--- config.mk ---
export PLATFORM = sky130hd
export DESIGN_NAME = pc_sequencer
export DESIGN_NICKNAME = d
export VERILOG_FILES = /design/src/rtl/pc_sequencer.sv
export SDC_FILE = /design/constraint.sdc
export NUM_CORES = 1
export LEC_CHECK = 0
export CORE_MARGIN = 2
export CORE_UTILIZATION = 40
export DETAILED_ROUTE_END_ITERATION = 6
export PLACE_DENSITY = 0.74
export RECOVER_POWER = 50
export SETUP_SLACK_MARGIN = 0.05
export SYNTH_ARGS = -nofsm -noshare
export SYNTH_HDL_FRONTEND = slang
export SYNTH_SLANG_ARGS = --single-unit
--- constraint.sdc ---
create_clock -name clk -period 2.79 [get_ports clk]
set_clock_uncertainty 0.05 [all_clocks]
set_input_delay 0.4185 -clock clk [delete_from_list [all_inputs] [get_ports clk]]
set_output_delay 0.4185 -clock clk [all_outputs]
set_load 0.005 [all_outputs]
--- src/rtl/pc_sequencer.sv ---
// pc_sequencer: program counter register and instruction-fetch sequencer
module pc_sequencer #(
  parameter logic [31:0] RESET_VECTOR = 32'h0000_0000,
  parameter logic [31:0] TRAP_VECTOR  = 32'h0000_0100
) (
  input  logic        clk,
  input  logic        rst_n,
  output logic        imem_req,
  output logic [31:0] imem_addr,
  input  logic        imem_ready,
  output logic        instr_valid,
  output logic [31:0] pc_out,
  output logic [31:0] pc_plus4,
  input  logic        branch_taken,
  input  logic [31:0] branch_target,
  input  logic        trap_req,
  input  logic        halt,
  output logic        misalign_exc,
  output logic [31:0] exc_pc,
  output logic [31:0] retire_count,
  output logic [1:0]  state
);
  typedef enum logic [1:0] {BOOT = 2'd0, FETCH = 2'd1, WAIT = 2'd2, HALTED = 2'd3} state_t;
  state_t      cur, nxt;
  logic [31:0] pc, pc_next;
  logic        pending_trap, retire, take_trap, misaligned;
  assign imem_req    = (cur == FETCH) || (cur == WAIT);
  assign instr_valid = imem_req & imem_ready;
  assign retire      = instr_valid;
  assign take_trap   = trap_req | pending_trap;
  assign misaligned  = branch_taken & (branch_target[1:0] != 2'b00);
  assign pc_out      = pc;
  assign imem_addr   = pc;
  assign pc_plus4    = pc + 32'd4;
  assign state       = cur;
  // next state and next pc; redirect priority is trap, misaligned target, branch, sequential
  always_comb begin
    nxt     = cur;
    pc_next = pc;
    if (cur == BOOT) nxt = FETCH;
    else if (imem_req) nxt = !imem_ready ? WAIT : (halt ? HALTED : FETCH);
    if (retire)
      pc_next = (take_trap || misaligned) ? TRAP_VECTOR : (branch_taken ? branch_target : pc_plus4);
  end
  // fsm state register
  always_ff @(posedge clk or negedge rst_n) begin
    if (!rst_n) cur <= BOOT;
    else cur <= nxt;
  end
  // pc, trap latch, exception reporting and retire counter
  always_ff @(posedge clk or negedge rst_n) begin
    if (!rst_n) begin
      pc           <= RESET_VECTOR;
      pending_trap <= 1'b0;
      misalign_exc <= 1'b0;
      exc_pc       <= 32'd0;
      retire_count <= 32'd0;
    end else begin
      pc           <= pc_next;
      pending_trap <= retire ? 1'b0 : (pending_trap | (trap_req & (cur != HALTED)));
      misalign_exc <= retire & ~take_trap & misaligned;
      if (retire && (take_trap || misaligned)) exc_pc <= pc;
      if (retire) retire_count <= retire_count + 32'd1;
    end
  end
endmodule

==> qor.yml, run 1 <==
fin_cells: 920
cts-htree-levels: 3
cp-end-kind: "output port"
numCtsBuffers: 9
place_area_sq_um: 7580
routed_wl_um: 15900
grt_use_total_pct: 21.9
place_ws_ns: 0.0964
die_x_um: 120
holdCritPathClass: "register to register"
crit_fanout: 4
final_area_sq_um: 8160
first_pass_iters: 4
cpMaxStageDelayCell: "clkdlybuf4s50_1"
grt_max_degree: 64
min_period_ns: 2.72
post-place-cells: 876
start_util_pct: 40.9
crit_buf_inv: 3
gr-usage-met1_pct: 27.0
antenna_found_initial: 0
gp_congestion: 0.822
worst_ep_arrival_time_ns: 2.25
rows: 42
synthFlopType: "dfrtp_1"
ios: 203
grt_pass1_wl_um: 25000
synth_xor_area_share_pct: 9.54
avgRoutedWirePerCell_um: 17.3
combPwrFrac_pct: 42.1
maxSlewHeadroom_pct: 40.0
worst_slack_ns: 0.0685
holdWs_ns: 0.435
die_area_sq_um: 14500
synth_compound_area_share_pct: 9.36
grt.overflow.total: 0
swShare_pct: 32.5
p_per_area_nw_per_um2: 695
die_y_um: 120
ir_worst_vdd_mv: 0.380
cts_buffer_depth: 2
critical-path-top-delay-family: "buffers and inverters"
syn_avg_cell_area_sq_um: 10.3
grt.busiest_layer: "met2"
synthArstFlopShare_pct: 100
r2r_cells: 15
initialDrtViolationCount: 310
status: "finished clean"
rsz0062_at_grt: "true"
clock_latency_ns: 0.35
synthAdderAreaFrac_pct: 1.16
grt.met3_usage_pct: 3.63
max_cap_viol_count: 0
most-common-layout-cells: "clkdlybuf4s50_1 (116), dfrtp_1 (96), dlygate4sd3_1 (69), buf_4 (52), nand2_1 (47)"
synthSimpleGateAreaFrac_pct: 18.3
critPathRequiredTime_ns: 2.32
vias_per_cell: 5.28
final_antenna_net_count: 0
power.total_uw: 5670
synth.net_count: 569
muxShareOfSynthArea_pct: 7.21
antenna_cells: 0
ys_ff_latch: 100
synth_cells: 526
layout.nets: 782
synth-edff-count: 0
path_depth: 7
cpPeakStageDelay_ns: 0.53
numPortBuffers: 202
clkTransAtPathRegs_ns: 0.07
clkSinkCount: 100
drive_gt1_share_pct: 19.1
critPathKind: "register to output port"
p_leak_uw: 0.00391
syn_area_sq_um: 5420
dpl.hpwl_um: 11300
worst_slew_pin_slew_ns: 0.900
pwr-share-seq_pct: 35.8
cts_tree: "done"
setup_viol: 0
synth-seq-area-share_pct: 46.2
hold_violations: 0
cp-start-kind: "register"
vias: 4854
power.internal_uw: 3830
core_area_sq_um: 13200
min_path_cells: 1
fin_crit_sh_pct: 97.5
power.switching_uw: 1840
clockPowerShare_pct: 22.1
synth_top_family_by_area: "simple AND/OR/NAND/NOR gates"
drv_slew: 0
fmax_mhz: 367
final_common_cell: "clkdlybuf4s50_1"
r2r_slack_ns: 0.20
synth_cell_types: 55
synth_warnings: 0
worstPathCellList: "buf_6, ha_4, nand4_4, buf_4, or2_2, xnor2_1, clkdlybuf4s50_1"
grt_pass1_vias: 4901
syn2layout_area_growth_pct: 50.6
grtUsageMet2_pct: 38.0
drc: 0
root_buffer: "clkbuf_16"
[cell type report]
type                            count  area, sq um
Tap cell                          176          220
Sequential cell                   100         2510
Clock inverter                      4         48.8
Multi-Input combinational cell    348         2570
Timing Repair Buffer              264         2510
Inverter                           16         60.1
Fill cell                        1108         5080
Clock buffer                       12          246
[worst register-to-register path, stage by stage (launching register included)]
cell and delay (ns):
dfrtp_1 0.38, buf_6 0.12, ha_4 0.14, nand4_4 0.11, nor3_4 0.25, buf_6 0.16
nand4_1 0.11, buf_4 0.16, buf_4 0.12, buf_4 0.13, buf_4 0.12, buf_4 0.12
buf_4 0.12, buf_4 0.13, a21oi_2 0.14, o221ai_2 0.11
[power groups by stage]
stage | Combinational, uW | Clock [uW] | Sequential (uW)
finish | 2390 | 1250 | 2030
global route | 2570 | 1350 | 2070
CTS | 2440 | 1290 | 2040
detailed placement | 2440 | 0 | 2050
global placement | 2380 | 0 | 2030
floorplan | 999 | 0 | 2070
[state kept, by name, indices dropped and copies added (netlist names)]
register,cells
pending_trap,1
state,2
retire_count,32
imem_addr,32
exc_pc,32
misalign_exc,1
[worst paths after layout]
kind	startpoint	endpoint
max in group asynchronous	rst_n	imem_addr[4]
worst max-delay path	imem_addr[3]	pc_plus4[8]
worst min-delay path	retire_count[15]	retire_count[15]
min in group asynchronous	rst_n	retire_count[29]
worst max register to register	imem_addr[3]	imem_addr[30]
worst min register to register	retire_count[15]	retire_count[15]
[kinds of logic after synthesis]
group	Yosys count
mux	35
fa+ha+maj	5
flops	100
buf+inv	78
compound gates	78
xor+xnor	59
simple gates	171
[per-stage QoR]
step,utilization [%],TNS (ns)
floorplan,-,0
global placement,57.2,0
detailed placement,57.2,0
CTS,60.7,-0.147
global route,61.6,-0.0119
finish,61.6,0
[what timing repair did]
item / 4_1_cts / 5_1_grt
endpoints found under the setup margin: 18 / 14
hold buffers: 1 / 0
buffers inserted: 16 / 12
pin swaps: 7 / 11
hold endpoints to repair: 19 / 0
gates resized for setup: 27 / 19
cloned: 0 / 0
[synth_stat cells, types with 6 or more instances]
| master | n | area, sq um |
|---|---|---|
| nor2_1 | 23 | 86.3 |
| and3_1 | 16 | 100 |
| xor2_1 | 18 | 158 |
| inv_1 | 16 | 60.1 |
| xnor2_1 | 41 | 359 |
| a21oi_1 | 20 | 100 |
| nor3_1 | 7 | 35.0 |
| o311ai_0 | 7 | 61.3 |
| buf_2 | 8 | 40.0 |
| buf_4 | 35 | 263 |
| and4_1 | 6 | 52.6 |
| o21ai_0 | 19 | 95.1 |
| clkbuf_1 | 14 | 52.6 |
| a31oi_1 | 6 | 37.5 |
| and2_1 | 9 | 56.3 |
| mux2_2 | 32 | 360 |
| nand2_1 | 47 | 176 |
| nand3_1 | 21 | 105 |
| dfrtp_1 | 100 | 2500 |
| nand4_1 | 12 | 75.1 |
[metal layers]
layer | share of wire, % | vias to the layer above
met5 | 0 | -
met4 | 2.5 | 0
met3 | 5.8 | 32
met2 | 50 | 196
met1 | 42 | 2379
li1 | - | 2247
Power figures use the tool's default switching activity.
==> inputs of run 2 (changes only) <==
==> constraint.sdc (replaced) <==
create_clock -name clk -period 2.79 [get_ports clk]
set_clock_uncertainty 0.05 [all_clocks]
set_input_delay 0.558 -clock clk [delete_from_list [all_inputs] [get_ports clk]]
set_output_delay 0.558 -clock clk [all_outputs]
set_load 0.005 [all_outputs]
==> qor.yml, run 2 (synthesized netlist as in run 1, its figures left out) <==
drive_gt1_share_pct: 19.5  # was 19.1%
place_area_sq_um: 7630  # was 7580 sq um
core_area_sq_um: 13200  # unchanged
grt_use_total_pct: 22.3  # was 21.9%
rsz0062_at_grt: "true"  # unchanged
antenna_cells: 0  # unchanged
crit_buf_inv: 3  # unchanged
die_area_sq_um: 14500  # unchanged
vias: 4819  # was 4854
rows: 42  # unchanged
min_period_ns: 2.77  # was 2.72 ns
regToRegEndpoint: "exc_pc[0]"  # was imem_addr[30]
final_antenna_net_count: 0  # unchanged
final_common_cell: "clkdlybuf4s50_1"  # unchanged
clkTransAtPathRegs_ns: 0.07  # about the same
grt_pass1_wl_um: 25400  # was 25000 um
cpMaxStageDelayCell: "dfrtp_1"  # was clkdlybuf4s50_1
max_cap_viol_count: 0  # unchanged
p_per_area_nw_per_um2: 689  # was 695 nW/um^2
cts-htree-levels: 3  # unchanged
crit_end: "pc_plus4[31]"  # was pc_plus4[8]
critPathRequiredTime_ns: 2.18  # was 2.32 ns
die_x_um: 120  # unchanged
fin_crit_sh_pct: 99.4  # was 97.5%
hold_violations: 0  # unchanged
die_y_um: 120  # unchanged
setup_viol: 0  # unchanged
most-common-layout-cells: "clkdlybuf4s50_1 (117), dfrtp_1 (98), dlygate4sd3_1 (61), buf_4 (51), nand2_1 (47)"  # was clkdlybuf4s50_1 (116), dfrtp_1 (96), dlygate4sd3_1 (69), buf_4 (52), nand2_1 (47)
gp_congestion: 0.829  # was 0.822
drv_slew: 0  # unchanged
worstPathCellList: "nand3_4, nor4_4, buf_4, buf_12, nand2_2, nor2_4, xor2_1, dlygate4sd2_1"  # was buf_6, ha_4, nand4_4, buf_4, or2_2, xnor2_1, clkdlybuf4s50_1
worst_ep_arrival_time_ns: 2.16  # was 2.25 ns
grt.overflow.total: 0  # unchanged
clock_latency_ns: 0.35  # about the same
path_depth: 8  # was 7
ir_worst_vdd_mv: 0.525  # was 0.380 mV
cts_buffer_depth: 2  # unchanged
numPortBuffers: 202  # unchanged
status: "finished clean"  # unchanged
routed_wl_um: 15900  # about the same
vias_per_cell: 5.24  # was 5.28
r2r_slack_ns: 0.34  # was 0.20 ns
dpl.hpwl_um: 11400  # was 11300 um
initialDrtViolationCount: 204  # was 310
p_leak_uw: 0.00393  # was 0.00391 uW
antenna_found_initial: 0  # unchanged
numCtsBuffers: 9  # unchanged
critPathKind: "register to output port"  # unchanged
worst_slew_pin_slew_ns: 1.14  # was 0.900 ns
critical-path-top-delay-family: "simple AND/OR/NAND/NOR gates"  # was buffers and inverters
cts_hold_buf: 0  # was 1
start_util_pct: 40.9  # unchanged
r2r_cells: 7  # was 15
cts_tree: "done"  # unchanged
syn2layout_area_growth_pct: 51.4  # was 50.6%
cp-end-kind: "output port"  # unchanged
cpPeakStageDelay_ns: 0.41  # was 0.53 ns
startpoint: "imem_addr[8]"  # was imem_addr[3]
root_buffer: "clkbuf_16"  # unchanged
clkSinkCount: 100  # unchanged
ios: 203  # unchanged
layout.nets: 782  # unchanged
maxSlewHeadroom_pct: 23.9  # was 40.0%
drc: 0  # unchanged
crit_fanout: 5  # was 4
holdCritPathClass: "input port to asynchronous set/reset pin"  # was register to register
holdWs_ns: 0.336  # was 0.435 ns
r2r-start: "state[0]"  # was imem_addr[3]
grt_pass1_vias: 4868  # was 4901
first_pass_iters: 6  # was 4
fmax_mhz: 361  # was 367 MHz
avgRoutedWirePerCell_um: 17.2  # was 17.3 um
grt_max_degree: 45  # was 64
final_area_sq_um: 8200  # was 8160 sq um
cp-start-kind: "register"  # unchanged
run 2: routing by layer:
metal / part of all wire, % / vias to the layer above / track usage, %
met2: 51 / 186 / 37.9
met5: 0 / - / 0
li1: - / 2244 / -
met3: 6.2 / 16 / 5.75
met1: 41 / 2373 / 27.8
met4: 1.5 / 0 / 7.19
run 2: layout make-up:
type | count | area [sq um]
clock buffers | 11 | 243
clock inverters | 5 | 61.3
fillers | 1093 | 5040
inverters | 16 | 60.1
multi-input cells | 348 | 2590
flip-flops and latches | 100 | 2500
well taps | 176 | 220
repair buffers | 264 | 2520
run 2: power by group:
group	switching [uW]	internal (uW)
registers	253	1750
logic	1030	1330
clock network	558	722
total	1840	3810
run 2: timing repair:
action,4_1_cts,5_1_grt
endpoints found under the setup margin,23,17
gates resized for setup,45,11
pin swaps,11,6
setup buffers,14,4
endpoints found under the hold margin,0,0
gates cloned,1,1
run 2: how the worst min path moves through the flow:
stage | slack, ns | endpoint
2_1_floorplan | 0.21 | exc_pc[0]
3_3_place_gp | 0.41 | retire_count[31]
3_5_place_dp | 0.43 | retire_count[15]
4_1_cts | 0.15 | retire_count[31]
5_1_grt | 0.42 | retire_count[31]
6_report | 0.34 | retire_count[31]
run 2: per-stage QoR:
stage | cells | utilization [%] | total power [uW] | setup WS, ns | setup TNS [ns]
after floorplan | 526 | - | 3070 | 0.511 | 0
after global placement | 884 | 57.6 | 4410 | -0.00576 | -0.00818
after detailed placement | 884 | 57.6 | 4470 | -0.0710 | -0.138
after CTS | 915 | 61.4 | 5780 | 0.0145 | 0
after global routing | 920 | 61.9 | 5990 | -0.115 | -0.627
final | 920 | 61.9 | 5650 | 0.0171 | 0
==> inputs of run 3 (changes only) <==
--- a/config.mk
+++ b/config.mk
@@ -8,6 +8,7 @@
 export CORE_MARGIN = 2
 export CORE_UTILIZATION = 40
 export DETAILED_ROUTE_END_ITERATION = 6
+export GPL_TIMING_DRIVEN = 0
 export PLACE_DENSITY = 0.74
 export RECOVER_POWER = 50
 export SETUP_SLACK_MARGIN = 0.05
==> qor.yml, run 3 (synthesized netlist as in run 1, its figures left out) <==
status: "finished, violations left"  # was finished clean
violations: "setup timing"
syn2layout_area_growth_pct: 58.5  # was 51.4%
cp-end-kind: "output port"  # unchanged
core_area_sq_um: 13200  # unchanged
start_util_pct: 40.9  # unchanged
drive_gt1_share_pct: 26.3  # was 19.5%
final_antenna_net_count: 0  # unchanged
maxSlewHeadroom_pct: 14.4  # was 23.9%
cts_tree: "done"  # unchanged
vias: 5126  # was 4819
fmax_mhz: 358  # was 361 MHz
ir_worst_vdd_mv: 0.603  # was 0.525 mV
ios: 203  # unchanged
cts_buffer_depth: 2  # unchanged
crit_fanout: 4  # was 5
vias_per_cell: 5.25  # was 5.24
max_cap_viol_count: 0  # unchanged
die_x_um: 120  # unchanged
grt_pass1_vias: 5057  # was 4868
numPortBuffers: 202  # unchanged
hold_violations: 0  # unchanged
place_area_sq_um: 7680  # was 7630 sq um
holdCritPathClass: "input port to asynchronous set/reset pin"  # unchanged
rsz0062_at_grt: "true"  # unchanged
die_area_sq_um: 14500  # unchanged
r2r_slack_ns: 0.30  # was 0.34 ns
grt_max_degree: 53  # was 45
gp_congestion: 0.836  # was 0.829
final_core_util_pct: 64.8  # was 61.9%
cp-start-kind: "register"  # unchanged
dpl.hpwl_um: 12200  # was 11400 um
drv_slew: 0  # unchanged
grt_pass1_wl_um: 27000  # was 25400 um
place_ws_ns: -0.383  # was -0.0710 ns
first_pass_iters: 5  # was 6
p_per_area_nw_per_um2: 697  # was 689 nW/um^2
p_leak_uw: 0.00414  # was 0.00393 uW
die_y_um: 120  # unchanged
numCtsBuffers: 9  # unchanged
clkTransAtPathRegs_ns: 0.07  # about the same
fin_tns_setup_ns: -0.00000200  # was 0 ns
clkSinkCount: 100  # unchanged
antenna_cells: 0  # unchanged
final_area_sq_um: 8580  # was 8200 sq um
worst_slew_pin_slew_ns: 1.28  # was 1.14 ns
post-place-cells: 905  # was 884
worst_ep_arrival_time_ns: 2.18  # was 2.16 ns
rows: 42  # unchanged
initialDrtViolationCount: 309  # was 204
critPathKind: "register to output port"  # unchanged
fin_crit_sh_pct: 100  # was 99.4%
antenna_found_initial: 0  # unchanged
clock_latency_ns: 0.36  # was 0.35 ns
drc: 0  # unchanged
setup_viol: 1  # was 0
layout.nets: 838  # was 782
final_common_cell: "clkdlybuf4s50_1"  # unchanged
fin_cells: 976  # was 920
worst_slack_ns: -0.00000200  # was 0.0171 ns
avgRoutedWirePerCell_um: 17.9  # was 17.2 um
cts_hold_buf: 0  # unchanged
grt_use_total_pct: 23.8  # was 22.3%
min_period_ns: 2.79  # was 2.77 ns
cts-htree-levels: 3  # unchanged
grt.overflow.total: 0  # unchanged
routed_wl_um: 17500  # was 15900 um
critPathRequiredTime_ns: 2.18  # about the same
root_buffer: "clkbuf_16"  # unchanged
most-common-layout-cells: "clkdlybuf4s50_1 (113), dfrtp_1 (89), buf_4 (82), dlygate4sd3_1 (65), nand2_1 (47)"  # was clkdlybuf4s50_1 (117), dfrtp_1 (98), dlygate4sd3_1 (61), buf_4 (51), nand2_1 (47)
[run 3: path summary, 6_finish.rpt]
kind                            cells past startpoint              from                to
worst min register to register                      1  retire_count[31]  retire_count[31]
worst min-delay path                                1             rst_n  retire_count[25]
worst max register to register                      9          state[1]     imem_addr[20]
worst max-delay path                                9      imem_addr[2]      pc_plus4[19]
min in group clk                                    1  retire_count[31]  retire_count[31]
max in group asynchronous                           2             rst_n      imem_addr[6]
[run 3: repair_timing]
action                                  in CTS  in global routing
endpoints found under the setup margin      25                 23
setup buffers                               37                 18
pin swaps                                   16                 11
resized for setup                           92                 35
cloned                                       0                  0
[run 3: report_power, final]
part | switching, uW | leakage (uW) | internal [uW]
Combinational | 1100 | 0.00264 | 1480
Sequential | 297 | 0.00134 | 1760
Clock | 557 | 0.000158 | 792
[run 3: critical path: stages (launching register included)]
cell     delay (ns)
dfrtp_2        0.37
buf_6          0.11
nand3_4        0.11
nor4_4         0.38
buf_6          0.16
buf_12         0.09
buf_6          0.08
nor3b_4        0.23
xor2_1         0.16
buf_2          0.13
[run 3: metrics by stage]
step / total power (uW) / hold WS [ns]
6_report: 5980 / 0.426
5_1_grt: 6280 / 0.450
4_1_cts: 6040 / 0.219
3_5_place_dp: 4520 / 0.421
3_3_place_gp: 4440 / 0.408
2_1_floorplan: 3070 / 0.212
[run 3: final cells by class]
cell class,instances,area [sq um]
flip-flops and latches,100,2520
clock buffers,13,280
multi-input cells,348,2620
plain buffers,62,440
clock inverters,3,42.5
repair buffers,258,2400
well taps,176,220
inverters,16,60.1
fillers,1081,4660
[run 3: metal layers]
metal / GRT usage (%) / wire (um)
met5: 0 / 0
met2: 40.6 / 8910
met3: 6.27 / 1080
met4: 8.07 / 357
met1: 29.3 / 7130
